## src/rtl/wb_port_arbiter_if.sv

```systemverilog
// Write-back port bundle: pipeline (MEM/WB) request, MCU valid/ready
// request, and the registered register-file write / forwarding outputs.
// master = requesters + consumers side, slave = the arbiter.
interface wb_port_arbiter_if #(
  parameter int DW = 16,
  parameter int AW = 3
);
  // pipeline requester
  logic          pipe_req;
  logic [AW-1:0] pipe_addr;
  logic [DW-1:0] pipe_word;
  logic [7:0]    pipe_byte;
  logic          pipe_is_byte;
  logic          stall_o;
  // multi-cycle unit requester
  logic          mcu_valid;
  logic [AW-1:0] mcu_addr;
  logic [DW-1:0] mcu_data;
  logic          mcu_ready;
  // register-file write port
  logic          rf_we;
  logic [AW-1:0] rf_addr;
  logic [DW-1:0] rf_data;
  // forwarding copy of the write port
  logic          fwd_valid;
  logic [AW-1:0] fwd_addr;
  logic [DW-1:0] fwd_data;

  modport master (
    output pipe_req, pipe_addr, pipe_word, pipe_byte, pipe_is_byte,
    output mcu_valid, mcu_addr, mcu_data,
    input  mcu_ready, stall_o,
    input  rf_we, rf_addr, rf_data,
    input  fwd_valid, fwd_addr, fwd_data
  );

  modport slave (
    input  pipe_req, pipe_addr, pipe_word, pipe_byte, pipe_is_byte,
    input  mcu_valid, mcu_addr, mcu_data,
    output mcu_ready, stall_o,
    output rf_we, rf_addr, rf_data,
    output fwd_valid, fwd_addr, fwd_data
  );
endinterface

```

## src/rtl/wb_port_arbiter.sv

```systemverilog
// Purpose: shares the single register-file write port between the MEM/WB
//   pipeline (priority) and the MCU (starvation-protected after MAXWAIT losses).
// Latency: 1 cycle from accepted transfer to rf_*/fwd_* (registered).
// Backpressure: mcu_ready (combinational) throttles the MCU; stall_o holds the
//   pipeline for the single forced-MCU cycle.
// Ports: clk, rst (sync, active-high); bus = wb_port_arbiter_if.slave.
module wb_port_arbiter #(
  parameter int DW           = 16,
  parameter int AW           = 3,
  parameter int MAXWAIT      = 4,
  parameter bit R0_HARDWIRED = 1'b1
) (
  input  logic              clk,
  input  logic              rst,
  wb_port_arbiter_if.slave  bus
);

  typedef enum logic {ST_PIPE, ST_FORCE} state_t;

  localparam logic [3:0] MAXW    = 4'(MAXWAIT);
  localparam logic [3:0] MAXW_M1 = 4'(MAXWAIT - 1);

  state_t        r_state;
  state_t        w_state_nxt;
  logic [3:0]    r_wait_cnt;
  logic [3:0]    w_wait_nxt;
  logic          w_mcu_ready;
  logic          w_stall;
  logic          w_pipe_xfer;
  logic          w_mcu_xfer;
  logic [DW-1:0] w_pipe_data;
  logic          r_we;
  logic [AW-1:0] r_addr;
  logic [DW-1:0] r_data;

  always_comb begin
    w_state_nxt = r_state;
    w_mcu_ready = 1'b0;
    w_stall     = 1'b0;
    case (r_state)
      ST_PIPE: begin
        w_mcu_ready = !bus.pipe_req;
        // The MCU is losing its MAXWAIT-th cycle now: grant it next cycle.
        if (bus.mcu_valid && bus.pipe_req && r_wait_cnt == MAXW_M1)
          w_state_nxt = ST_FORCE;
      end
      ST_FORCE: begin
        w_stall     = 1'b1;
        w_mcu_ready = 1'b1;
        w_state_nxt = ST_PIPE;
      end
      default: w_state_nxt = ST_PIPE;
    endcase
    // Nothing is accepted in a reset cycle, even a forced MCU grant.
    if (rst) begin
      w_mcu_ready = 1'b0;
      w_stall     = 1'b0;
    end
  end

  assign w_pipe_xfer = (r_state == ST_PIPE) && bus.pipe_req && !rst;
  assign w_mcu_xfer  = bus.mcu_valid && w_mcu_ready;
  assign w_pipe_data = bus.pipe_is_byte ? {{(DW-8){1'b0}}, bus.pipe_byte}
                                        : bus.pipe_word;

  // Consecutive cycles the MCU has been refused; saturates at MAXWAIT.
  always_comb begin
    w_wait_nxt = r_wait_cnt;
    if (!bus.mcu_valid || w_mcu_xfer)
      w_wait_nxt = 4'd0;
    else if (r_wait_cnt < MAXW)
      w_wait_nxt = r_wait_cnt + 4'd1;
  end

  always_ff @(posedge clk) begin
    if (rst) begin
      r_state    <= ST_PIPE;
      r_wait_cnt <= 4'd0;
      r_we       <= 1'b0;
      r_addr     <= '0;
      r_data     <= '0;
    end else begin
      r_state    <= w_state_nxt;
      r_wait_cnt <= w_wait_nxt;
      // Writes to r0 complete the handshake but never assert the enable.
      if (w_pipe_xfer) begin
        r_we   <= !(R0_HARDWIRED && bus.pipe_addr == '0);
        r_addr <= bus.pipe_addr;
        r_data <= w_pipe_data;
      end else if (w_mcu_xfer) begin
        r_we   <= !(R0_HARDWIRED && bus.mcu_addr == '0);
        r_addr <= bus.mcu_addr;
        r_data <= bus.mcu_data;
      end else begin
        r_we   <= 1'b0;
      end
    end
  end

  assign bus.mcu_ready = w_mcu_ready;
  assign bus.stall_o   = w_stall;
  assign bus.rf_we     = r_we;
  assign bus.rf_addr   = r_addr;
  assign bus.rf_data   = r_data;
  // Forwarding taps the same registers: no extra latency, no own state.
  assign bus.fwd_valid = r_we;
  assign bus.fwd_addr  = r_addr;
  assign bus.fwd_data  = r_data;

endmodule
```

## src/flat_wrapper.sv

```systemverilog
// flat-port wrapper written by rule: the top's interface ports become plain ports
module wb_port_arbiter_flat 
#(
  parameter int DW           = 16,
  parameter int AW           = 3,
  parameter int MAXWAIT      = 4,
  parameter bit R0_HARDWIRED = 1'b1
)
  (clk, rst, bus_pipe_req, bus_pipe_addr, bus_pipe_word, bus_pipe_byte, bus_pipe_is_byte, bus_mcu_valid, bus_mcu_addr, bus_mcu_data, bus_mcu_ready, bus_stall_o, bus_rf_we, bus_rf_addr, bus_rf_data, bus_fwd_valid, bus_fwd_addr, bus_fwd_data);
  wb_port_arbiter_if #(.DW(DW), .AW(AW)) bus_i ();
  input  logic clk;
  input  logic rst;
  input wire logic [$bits(bus_i.pipe_req)-1:0] bus_pipe_req;
  input wire logic [$bits(bus_i.pipe_addr)-1:0] bus_pipe_addr;
  input wire logic [$bits(bus_i.pipe_word)-1:0] bus_pipe_word;
  input wire logic [$bits(bus_i.pipe_byte)-1:0] bus_pipe_byte;
  input wire logic [$bits(bus_i.pipe_is_byte)-1:0] bus_pipe_is_byte;
  input wire logic [$bits(bus_i.mcu_valid)-1:0] bus_mcu_valid;
  input wire logic [$bits(bus_i.mcu_addr)-1:0] bus_mcu_addr;
  input wire logic [$bits(bus_i.mcu_data)-1:0] bus_mcu_data;
  output wire logic [$bits(bus_i.mcu_ready)-1:0] bus_mcu_ready;
  output wire logic [$bits(bus_i.stall_o)-1:0] bus_stall_o;
  output wire logic [$bits(bus_i.rf_we)-1:0] bus_rf_we;
  output wire logic [$bits(bus_i.rf_addr)-1:0] bus_rf_addr;
  output wire logic [$bits(bus_i.rf_data)-1:0] bus_rf_data;
  output wire logic [$bits(bus_i.fwd_valid)-1:0] bus_fwd_valid;
  output wire logic [$bits(bus_i.fwd_addr)-1:0] bus_fwd_addr;
  output wire logic [$bits(bus_i.fwd_data)-1:0] bus_fwd_data;
  assign bus_i.pipe_req = bus_pipe_req;
  assign bus_i.pipe_addr = bus_pipe_addr;
  assign bus_i.pipe_word = bus_pipe_word;
  assign bus_i.pipe_byte = bus_pipe_byte;
  assign bus_i.pipe_is_byte = bus_pipe_is_byte;
  assign bus_i.mcu_valid = bus_mcu_valid;
  assign bus_i.mcu_addr = bus_mcu_addr;
  assign bus_i.mcu_data = bus_mcu_data;
  assign bus_mcu_ready = bus_i.mcu_ready;
  assign bus_stall_o = bus_i.stall_o;
  assign bus_rf_we = bus_i.rf_we;
  assign bus_rf_addr = bus_i.rf_addr;
  assign bus_rf_data = bus_i.rf_data;
  assign bus_fwd_valid = bus_i.fwd_valid;
  assign bus_fwd_addr = bus_i.fwd_addr;
  assign bus_fwd_data = bus_i.fwd_data;
  wb_port_arbiter #(.DW(DW), .AW(AW), .MAXWAIT(MAXWAIT), .R0_HARDWIRED(R0_HARDWIRED)) u_core (.clk(clk), .rst(rst), .bus(bus_i));
endmodule
```

## config.mk

```make
export PLATFORM = sky130hd
export DESIGN_NAME = wb_port_arbiter_flat
export DESIGN_NICKNAME = d
export VERILOG_FILES = /design/src/rtl/wb_port_arbiter_if.sv /design/src/rtl/wb_port_arbiter.sv /design/src/flat_wrapper.sv
export SDC_FILE = /design/constraint.sdc
export NUM_CORES = 1
export LEC_CHECK = 0
export ABC_CLOCK_PERIOD_IN_PS = 3000
export BUFFER_PORTS_ARGS = -buffer_cell sky130_fd_sc_hd__clkbuf_2
export CORE_MARGIN = 4
export CORE_UTILIZATION = 43
export CTS_BUF_LIST = sky130_fd_sc_hd__clkbuf_16
export CTS_CLUSTER_SIZE = 40
export DETAILED_ROUTE_END_ITERATION = 8
export GPL_TIMING_DRIVEN = 0
export PLACE_DENSITY = 0.9
export SYNTH_ARGS = -nofsm -noshare
export SYNTH_HDL_FRONTEND = slang
export SYNTH_SLANG_ARGS = --single-unit
```

## constraint.sdc

```tcl
create_clock -name clk -period 3 [get_ports clk]
set_clock_uncertainty 0.2 [all_clocks]
set_input_delay 0.3 -clock clk [delete_from_list [all_inputs] [get_ports clk]]
set_output_delay 0.3 -clock clk [all_outputs]
set_load 0.03 [all_outputs]
```

==> key figures, run 1 <==
Yosys
  • Netlist area before placement: 1260 um^2
  • Yosys cell types: 22
  • Sequential share of the synthesized area: between 30 and 40%
  • Synth warnings: 0
  • Syn Nets: 177
  • Synthesized instance count: around 130
  • Synthesized flop and latch total: 25
  • Synth Area per Inst: 10.1 um^2

Floorplan
  • Starting density of the core: 45.4%
  • Die ar.: 3870 um^2
  • # rows: 19
  • Core ar.: 2780 um^2
  • Die width: 62.2 um
  • IO Count: 93
  • Die Height: around 62 um

Clock network
  • Postcts setup bufs: 0
  • Post-cts sizing count: 0
  • CTS Hold Bufs: 0
  • CTS tree: yes
  • Clk slew on worst S/H paths: 0.06 ns
  • Number of buffers created by CTS: 3
  • Clock buffer depth: 2
  • Sink Count: 25
  • Root buf cell: clkbuf_16
  • Clk_lat worst skew: approximately 0.25 ns
  • H-tree Lvls: 1

Min path
  • Worst Hold Class: in -> reg

Setup path
  • WS Path Type: reg -> out
  • Worst R2R Start: u_core.r_state
  • Worst EP required: 2.50 ns
  • Critical path arrival: 1.47 ns
  • Setup crit end kind: output pin
  • CP startpoint kind: flop
  • Setup crit start: u_core.r_state
  • Worst Setup EP: bus_mcu_ready
  • FF-to-FF End: u_core.bus.fwd_data[8]
  • R2R Setup Slk: 1.62 ns
  • Reg2Reg Depth: 4
  • Crit-path cells: inv_1 -> a21o_2 -> clkbuf_1 -> inv_1 -> clkbuf_2
  • Crit path largest cell delay: 0.38 ns
  • Crit Path Max Fanout: 10
  • CP max stage cell: clkbuf_1
  • Worst path most repeated cell: inv_1

Placement
  • DP Area: 1750 um^2
  • GP Congestion: ~0.72
  • Setup Slack @ Placement: 1.27 ns
  • Dpl hpwl: 2580 um
  • PortBufs: 90

Global route
  • GRT overflow: 0
  • Overall Global Routing Usage: between 15 and 20%
  • Initial antenna violation count: 0
  • Vias in the first global route: 1234
  • Largest net degree at the start of global routing: 15
  • Global-route wire length before repair: 5320 um

STA
  • Slew HR: 69.0%
  • RSZ-0062 raised after global routing: false
  • Final Max Slew Viols: 0
  • Final min period: 1.97 ns
  • Final WS setup: just over 1 ns
  • Slew @ Worst Pin: 0.464 ns
  • Fin crit share: about two thirds
  • Setup TNS: 0 ns
  • Final setup fails: 0
  • Final Hold Viols: 0
  • F_max: a little over 0.5 GHz

Power and ir drop
  • PD cells: 492 nW/um^2
  • Leak: 1.01 nW
  • Worst vdd ir: approximately 0.34 mV

Detailed routing
  • Post-route DRC violation count: 0
  • Detailed Route Iter0 Violations: 24
  • Vias/cell: just under 5
  • Routed wire length: 3150 um
  • Vias: between 1000 and 1500
  • First-pass DRT Iterations: 2
  • Average routed wire per standard cell: 12.6 um
  • ANT nets after route: 0

Status
  • Outcome: finished, final reports clean

Cells and area
  • Post-route design area: 1830 um^2
  • P&R area growth vs syn: 45.1%
  • Final #Nets: 272
  • Diode count: 0
  • Filler Cell Count: between 200 and 250
  • Share of post-route cells with drive strength above 1: 54.8%
  • Final Util: 65.9%

Flow run
  • Max-cap violation count: 0
cell usage after synthesis (all sizes together):
master / count / area share, %
o21ai: 4 / 1.6
nor3b: 1 / 0.59
ha: 1 / 0.99
o22ai: 9 / 4.5
inv: 3 / 0.89
xnor2: 1 / 0.69
o2bb2ai: 8 / 5.6
nand2: 6 / 1.8
nor2: 7 / 3.4
mux2i: 27 / 21
clkbuf: 3 / 0.89
a21o: 1 / 0.69
or3b: 1 / 0.69
buf: 24 / 15
a21oi: 2 / 0.79
o31ai: 1 / 0.59
dfxtp: 25 / 40
nor3: 1 / 0.40
cell type report:
cell class,count,area [um^2],area share [%]
Multi-Input combinational cell,70,551,30.1
Clock inverter,1,5.00,0.273
Buffer,27,200,10.9
Clock buffer,3,75.1,4.10
Timing Repair Buffer,90,450,24.6
Inverter,3,11.3,0.615
Tap cell,31,38.8,2.12
Sequential cell,25,500,27.3
cell usage in the layout, fill, tap and decap left out, drive strengths merged:
master,netlist,final
a21o,1,1
a21oi,2,2
buf,24,24
clkbuf,3,96
clkinv,0,1
dfxtp,25,25
ha,1,1
inv,3,3
mux2i,27,27
nand2,6,6
nor2,7,7
nor3,1,1
nor3b,1,1
o21ai,4,4
o22ai,9,9
o2bb2ai,8,8
o31ai,1,1
or3b,1,1
xnor2,1,1
power by group:
group	total, W	leakage, nW	internal [W]	switching [W]
Combinational	0.000243	0.765	0.000102	0.000141
Sequential	0.000367	0.206	0.000352	0.0000144
Clock	0.000292	0.0409	0.000179	0.000112
how the worst min path moves through the flow:
stage | start | endpoint | slack, ns | cells after the start
CTS | bus_pipe_word[15] | u_core.bus.fwd_data[15] | 0.04 | 2
global placement | u_core.r_wait_cnt[3] | u_core.r_wait_cnt[3] | 0.26 | 2
floorplan | bus_pipe_addr[0] | u_core.bus.fwd_addr[0] | 0.21 | 2
detailed placement | u_core.r_wait_cnt[3] | u_core.r_wait_cnt[3] | 0.27 | 2
finish | bus_pipe_word[15] | u_core.bus.fwd_data[15] | 0.04 | 2
global route | bus_pipe_word[10] | u_core.bus.fwd_data[10] | 0.05 | 2
worst max-delay path: cells and delay by family, from the launching register on:
kind | cells | cell delay [ns]
AOI/OAI and AO/OA | 1 | 0.14
buffers and inverters | 4 | 0.76
DFF | 1 | 0.32
cells by family (layout without fill, tap and decap cells):
| group | count (synthesis) | after routing | synth area share, % |
|---|---|---|---|
| flops | 25 | 25 | 39.6 |
| fa+ha+maj | 1 | 1 | 0.991 |
| xor+xnor | 1 | 1 | 0.694 |
| compound gates | 25 | 25 | 13.7 |
| simple gates | 16 | 16 | 6.84 |
| mux | 27 | 27 | 21.4 |
| buf+inv | 30 | 124 | 16.7 |
metrics by stage:
step / total power, W / hold slack, ns / std cells
after global placement: 0.000614 / 0.255 / 246
after CTS: 0.000911 / 0.0407 / 250
final: 0.000901 / 0.0413 / 250
after global routing: 0.000938 / 0.0473 / 250
after floorplan: 0.000537 / 0.209 / 125
after detailed placement: 0.000619 / 0.266 / 246
metal layers:
| layer | vias up | wire length [um] | track usage, % |
|---|---|---|---|
| li1 | 612 | - | - |
| met1 | 542 | 1230 | 17.3 |
| met2 | 59 | 1600 | 30.3 |
| met3 | 6 | 290 | 4.50 |
| met4 | 0 | 35 | 4.07 |
| met5 | - | 0 | 0 |
flip-flops by register name, indices dropped and copies added, names as in the netlist:
register / flops
u_core.bus.fwd_data: 16
u_core.r_wait_cnt: 4
u_core.bus.fwd_addr: 3
u_core.r_state: 1
u_core.bus.fwd_valid: 1
Note: power is estimated with default switching activity, not from simulation.
==> run 2, diff against run 1 <==
ABC_AREA = 1   (was default)
ABC_CLOCK_PERIOD_IN_PS = 1600   (was 3000)
CORE_UTILIZATION = 39   (was 43)
PLACE_DENSITY = 0.81   (was 0.9)
clock period = 1.6 ns   (was 3 ns; I/O delays follow)
==> run 2 against run 1 <==
The flow now finishes with violations (hold timing). First-iteration DRC count increased to 3.5 times the previous value. Setup slack got worse by 0.90 ns. Core utilization is 10 points lower. Clock power grew 88%. Die area is 34% higher. Non-clock buffer count up 10. Critical endpoint is now u_core.bus.fwd_data[10]. Largest cell class unchanged. Largest power group unchanged.
==> key figures, run 2 <==
Yosys
  • Synth Area per Inst: 6.12 um^2 (-39%)
  • Synthesized instance count: 261 (+110%)
  • EDFF count, synth: 0 (unchanged)
  • Synth Area in Adders: 0.783% (-0.21 points)
  • Synthesized flop and latch total: 25 (unchanged)
  • Top cells by area, synth: dfxtp_1, nand2_1, inv_1
  • Syn Nets: 313 (+77%)
  • Post-synthesis mux area share: 0% (-21 points)
  • Cell taking the most area after synthesis: dfxtp_1
  • Synth Area in XOR/XNOR: 0.548% (-0.15 points)
  • Synth Area in Compound Gates: 9.79% (-3.9 points)
  • Most frequent cell after synthesis: nand2_1
  • Sequential share of the synthesized area: 31.3% (-8.3 points)
  • Netlist area before placement: 1600 um^2 (+27%)
  • Yosys cell types: 20 (-9.1%)
  • Async SR Flop Fraction: 0% (unchanged)
  • Prevailing post-synth register cell: dfxtp_1
  • Synth top area share: 31.3% (-8.3 points)
  • Simple-Gate Fraction of Synth Area: 31.3% (+24 points)
  • Largest family of logic cells by synthesized area: simple AND/OR/NAND/NOR gates
  • Synth warnings: 0 (unchanged)
  • Commonest cells post-synth: nand2_1, inv_1, dfxtp_1

Setup path
  • Worst EP required: 1.56 ns (-0.94 ns)
  • Setup crit start: u_core.r_state
  • Critical path arrival: 1.43 ns (-0.04 ns)
  • FF-to-FF End: u_core.bus.fwd_data[10]
  • CP startpoint kind: flop
  • Worst Setup EP: u_core.bus.fwd_data[10]
  • R2R Setup Slk: 0.13 ns (-1.49 ns)
  • Reg2Reg Depth: 7 (+3)
  • Setup crit end kind: flop
  • Crit path largest cell delay: 0.32 ns (-0.06 ns)
  • CP max stage cell: dfxtp_1
  • Worst path most repeated cell: nand2_1
  • WS Path Type: reg -> reg
  • Crit Path Max Fanout: 10 (unchanged)
  • Worst R2R Start: u_core.r_state
  • Crit-path cells: inv_2 -> nand2_1 -> buf_2 -> buf_4 -> a31oi_1 -> nand2_1 -> inv_1

Floorplan
  • Die ar.: 5180 um^2 (+34%)
  • # rows: 23 (+4)
  • Die width: 72.0 um (+16%)
  • Core ar.: 3970 um^2 (+43%)
  • Die Height: 72.0 um (+16%)
  • IO Count: 93 (unchanged)
  • Starting density of the core: 40.2% (-5.2 points)

Min path
  • Hold-critical path depth: 5 (+3)
  • Worst Hold Class: in -> reg

Clock network
  • CTS tree: yes
  • Clock buffer depth: 2 (unchanged)
  • H-tree Lvls: 1 (unchanged)
  • Clk slew on worst S/H paths: 0.06 ns (about the same)
  • Root buf cell: clkbuf_16
  • Sink Count: 25 (unchanged)
  • Number of buffers created by CTS: 3 (unchanged)
  • Clk_lat worst skew: 0.25 ns (about the same)

Placement
  • DP Cell Count: 401 (+63%)
  • Dpl hpwl: 3410 um (+32%)
  • PortBufs: 90 (unchanged)
  • GP Congestion: 0.824 (+14%)
  • DP Area: 2110 um^2 (+20%)

Cells and area
  • Flip-flop and latch area: 500 um^2 (unchanged)
  • Post-route design area: 2220 um^2 (+21%)
  • Final Non-Filler Cells: 408 (+63%)
  • Diode count: 0 (unchanged)
  • Filler Cell Count: 406 (+83%)
  • Commonest non-fill, non-tap cell in the layout: clkbuf_2
  • P&R area growth vs syn: 38.8%
  • Most frequent cells in the layout: clkbuf_2, nand2_1, inv_1
  • Share of post-route cells with drive strength above 1: 36.0% (-19 points)
  • Multi-input gate area: 678 um^2 (+23%)
  • Final #Nets: 411 (+51%)
  • Max reg flops: 16 (unchanged)

Detailed routing
  • Average routed wire per standard cell: 10.6 um (-16%)
  • Vias: 1842 (+51%)
  • Detailed Route Iter0 Violations: 83 (+250%)
  • First-pass DRT Iterations: 6 (+4)
  • Routed wire length: 4330 um (+38%)
  • ANT nets after route: 0 (unchanged)
  • Post-route DRC violation count: 0 (unchanged)
  • Vias/cell: 4.51 (-7.4%)

STA
  • Slew HR: 68.8% (-0.19 points)
  • RSZ-0062 raised after global routing: false
  • Final Max Slew Viols: 0 (unchanged)
  • Fin crit share: between 90 and 100%
  • Final setup fails: 0 (unchanged)
  • F_max: a little under 0.7 GHz
  • Final min period: roughly 1.5 ns
  • Slew @ Worst Pin: 0.467 ns (+0.00285 ns)
  • Setup TNS: 0 ns (unchanged)
  • WHS: -0.0000196 ns (-0.0413 ns)
  • Final Hold Viols: 1 (+1)

Global route
  • Largest net degree at the start of global routing: 14 (-1)
  • Vias in the first global route: 1658 (+34%)
  • Global-route wire length before repair: 7070 um (+33%)
  • Initial antenna violation count: 0 (unchanged)
  • Overall Global Routing Usage: 16.8% (+0.69 points)
  • GRT overflow: 0 (unchanged)

Power and ir drop
  • Worst vdd ir: 0.416 mV (+22%)
  • Leak: 1.39 nW (+37%)
  • Overall power: 0.00186 W (+110%)
  • PD cells: 837 nW/um^2 (+70%)

Flow run
  • Max-cap violation count: 0 (unchanged)

Status
  • Outcome: finished with violations
  • Failing checks: hold timing
run 2: cell count changes in the layout (fill, tap and decap cells not counted), sizes merged, moves of 2 or more:
cell / change
nand2: +81
inv: +49
mux2i: -27
nand3: +20
a31oi: +19
buf: +9
nor2: +8
o22ai: -8
o2bb2ai: -8
o21ai: -3
dlygate4sd3: +2
run 2: critical path: cells and delay by family (launching register included):
kind | cells | cell delay (ns)
and+or+nand+nor | 2 | 0.22
AOI/OAI and AO/OA | 1 | 0.09
buffers and inverters | 4 | 0.53
DFF | 1 | 0.32
run 2: worst min path at each step:
stage	start	end	slack, ns
6_report	bus_mcu_data[2]	u_core.bus.fwd_data[2]	-0.00002
5_1_grt	bus_mcu_valid	u_core.bus.fwd_valid	0.02
4_1_cts	bus_mcu_data[11]	u_core.bus.fwd_data[11]	0.003
3_5_place_dp	u_core.r_wait_cnt[3]	u_core.r_wait_cnt[3]	0.26
3_3_place_gp	u_core.r_wait_cnt[3]	u_core.r_wait_cnt[3]	0.25
2_1_floorplan	bus_mcu_valid	u_core.r_wait_cnt[1]	0.09
run 2: logic make-up (layout without fill, tap and decap cells):
group,count (synthesis),after routing
adder cells (fa/ha/maj),1,1
flip-flops,25,25
AO/OA/AOI/OAI,24,24
AND/OR/NAND/NOR,125,125
XOR/XNOR,1,1
buffers and inverters,85,182
run 2: repair_timing:
item | in CTS | in global routing
hold buffers | 2 | 0
hold endpoints to repair | 2 | 0
buffers inserted | 0 | 1
gates resized for setup | 0 | 0
setup endpoints to repair | 0 | 5
run 2: power breakdown:
part / internal (W) / total [W] / leakage (nW) / switching, W
Clock: 0.000334 / 0.000548 / 0.0423 / 0.000214
Combinational: 0.000230 / 0.000604 / 1.14 / 0.000374
Sequential: 0.000668 / 0.000702 / 0.208 / 0.0000343
Total: 0.00123 / 0.00186 / 1.39 / 0.000623
run 2: cell type report:
type | count | area share, %
multi-input cells | 151 | 30.6
inverters | 51 | 8.63
clock inverters | 1 | 0.169
well taps | 50 | 2.82
flip-flops and latches | 25 | 22.6
clock buffers | 3 | 3.39
repair buffers | 93 | 21.6
plain buffers | 34 | 10.3
run 2: layer usage:
layer | part of all wire (%) | vias to the layer above | global-route usage (%)
met3 | 9.8 | 6 | 3.88
met4 | 1.5 | 0 | 5.22
met2 | 47 | 71 | 29.1
li1 | - | 968 | -
met5 | 0 | - | 0
met1 | 41 | 797 | 20.6
run 2: metrics by stage:
stage	setup slack, ns	utilization [%]
2_1_floorplan	0.260	-
3_5_place_dp	0.100	53.2
5_1_grt	0.00327	55.8
3_3_place_gp	0.127	53.2
4_1_cts	0.0729	55.6
6_report	0.128	55.8
==> run 3, diff against run 2 <==
GPL_TIMING_DRIVEN = 1   (was 0)
==> run 3 against run 2 <==
The run still ends with hold timing left. Global-route usage fell by 0.43 points. Die area did not move. Core utilization fell by 1.5 points. Combinational power fell by 4.0%. Wire length rose by 4.5%. Cell count fell by 4.7%. Sequential cell count did not move. Hold slack barely moved. Setup slack got worse by 0.083 ns. Critical path type is now in -> reg.
==> key figures, run 3 (synthesized netlist as in run 2, its figures left out) <==
STA
  • Final min period: 1.56 ns (+0.0835 ns)
  • F_max: 0.643 GHz (-5.4%)
  • Final setup fails: 0 (unchanged)
  • Final Hold Viols: 1 (unchanged)
  • Final Max Slew Viols: 0 (unchanged)
  • WHS: -0.000418 ns (-0.000398 ns)
  • Fin crit share: 97.2% (+5.2 points)
  • Slew HR: 76.9% (+8.1 points)
  • Slew @ Worst Pin: 0.346 ns (-0.121 ns)

Status
  • Failing checks: hold timing
  • Outcome: finished with violations

Global route
  • Largest net degree at the start of global routing: 20 (+6)
  • Global-route wire length before repair: 6870 um (-2.9%)
  • Vias in the first global route: 1612 (-2.8%)
  • Overall Global Routing Usage: 16.4% (-0.43 points)
  • Initial antenna violation count: 0 (unchanged)
  • GRT overflow: 0 (unchanged)

Power and ir drop
  • Worst vdd ir: 0.434 mV (+4.5%)
  • Leak: 1.32 nW (-4.7%)
  • PD cells: 853 nW/um^2 (+1.9%)
  • Overall power: 0.00184 W (-0.91%)

Detailed routing
  • Detailed Route Iter0 Violations: 148 (+78%)
  • Routed wire length: 4530 um (+4.5%)
  • ANT nets after route: 0 (unchanged)
  • First-pass DRT Iterations: 4 (-2)
  • Vias: 1776 (-3.6%)
  • Vias/cell: 4.57 (+1.1%)
  • Post-route DRC violation count: 0 (unchanged)
  • Average routed wire per standard cell: 11.6 um (+9.6%)

Cells and area
  • Filler Cell Count: 405 (-0.25%)
  • Multi-input gate area: 678 um^2 (unchanged)
  • Final #Nets: 392 (-4.6%)
  • Final Non-Filler Cells: 389 (-4.7%)
  • Share of post-route cells with drive strength above 1: 32.7% (-3.3 points)
  • Flip-flop and latch area: 500 um^2 (unchanged)
  • Diode count: 0 (unchanged)
  • Max reg flops: 16 (unchanged)
  • P&R area growth vs syn: 34.9%
  • Post-route design area: 2160 um^2 (-2.8%)
  • Most frequent cells in the layout: clkbuf_2, nand2_1, inv_1
  • Commonest non-fill, non-tap cell in the layout: clkbuf_2

Setup path
  • R2R Setup Slk: 0.08 ns (-0.05 ns)
  • Critical path arrival: 1.51 ns (+0.08 ns)
  • WS Path Type: in -> reg
  • Reg2Reg Depth: 7 (unchanged)
  • Crit Path Max Fanout: 9 (-1)
  • CP startpoint kind: input port
  • Worst EP required: 1.56 ns (about the same)
  • FF-to-FF End: u_core.bus.fwd_data[12]
  • Setup crit end kind: flop
  • Worst R2R Start: u_core.r_state

Clock network
  • H-tree Lvls: 1 (unchanged)
  • Number of buffers created by CTS: 3 (unchanged)
  • Sink Count: 25 (unchanged)
  • Root buf cell: clkbuf_16
  • Clock buffer depth: 2 (unchanged)
  • Clk slew on worst S/H paths: 0.06 ns (about the same)
  • CTS tree: yes
  • Clk_lat worst skew: 0.26 ns (about the same)

Placement
  • GP Congestion: 0.804 (-2.5%)
  • DP Cell Count: 379 (-5.5%)
  • PortBufs: 92 (+2.2%)
  • Dpl hpwl: 3400 um (-0.45%)
  • DP Area: 1980 um^2 (-6.2%)

Floorplan
  • Die Height: 72.0 um (unchanged)
  • IO Count: 93 (unchanged)
  • Die ar.: 5180 um^2 (unchanged)
  • Die width: 72.0 um (unchanged)
  • Core ar.: 3970 um^2 (unchanged)
  • Starting density of the core: 40.2% (unchanged)
  • # rows: 23 (unchanged)

Flow run
  • Max-cap violation count: 0 (unchanged)

Min path
  • Worst Hold Class: in -> reg
  • End of the worst hold path: u_core.bus.fwd_data[5]
  • Critical hold path startpoint: bus_mcu_data[5]
  • Hold-critical path depth: 5 (unchanged)
-- run 3: routing by layer --
layer	routed length [um]	global-route usage, %
met2	2210	29.4
met1	1870	20.2
met4	29	4.18
met3	426	2.91
met5	0	0
-- run 3: area by class of cell --
cell class	count	area share, %
clock buffers	3	3.48
repair buffers	108	29.7
flip-flops and latches	25	23.2
clock inverters	1	0.232
multi-input cells	151	31.5
inverters	51	9.00
well taps	50	2.90
-- run 3: report_power, final --
group	total [W]	internal (W)	switching [W]
Clock	0.000556	0.000337	0.000219
Sequential	0.000703	0.000668	0.0000350
Combinational	0.000580	0.000206	0.000374
Total	0.00184	0.00121	0.000628
-- run 3: metrics by stage --
step,setup slack (ns),utilization [%],setup TNS [ns]
6_report,0.0448,54.3,0
5_1_grt,-0.0223,54.3,-0.0223
4_1_cts,0.0761,52.9,0
3_5_place_dp,0.216,49.9,0
3_3_place_gp,0.239,49.9,0
2_1_floorplan,0.260,-,0
-- run 3: worst max-delay path by stage --
stage                                    to  slack, ns            from  depth (start not counted)
floorplan              u_core.bus.fwd_valid       0.26  u_core.r_state                          4
global route         u_core.bus.fwd_addr[2]      -0.02   bus_mcu_valid                          8
CTS                  u_core.bus.fwd_addr[2]       0.08   bus_mcu_valid                          8
global placement     u_core.bus.fwd_data[2]       0.24  u_core.r_state                          8
detailed placement   u_core.bus.fwd_data[0]       0.22  u_core.r_state                          8
finish              u_core.bus.fwd_data[12]       0.04   bus_mcu_valid                          8
-- run 3: what timing repair did --
item | 4_1_cts | 5_1_grt
gates resized for setup | 0 | 3
endpoints found under the hold margin | 4 | 0
hold buffers | 4 | 0
setup buffers | 0 | 0
endpoints found under the setup margin | 0 | 1
-- run 3: critical path, cell delays in order --
cell,delay [ns]
dlygate4sd3_1,0.53
buf_4,0.14
inv_4,0.06
a21oi_4,0.25
clkbuf_16,0.21
nand3_1,0.07
nand2_1,0.06
inv_1,0.03
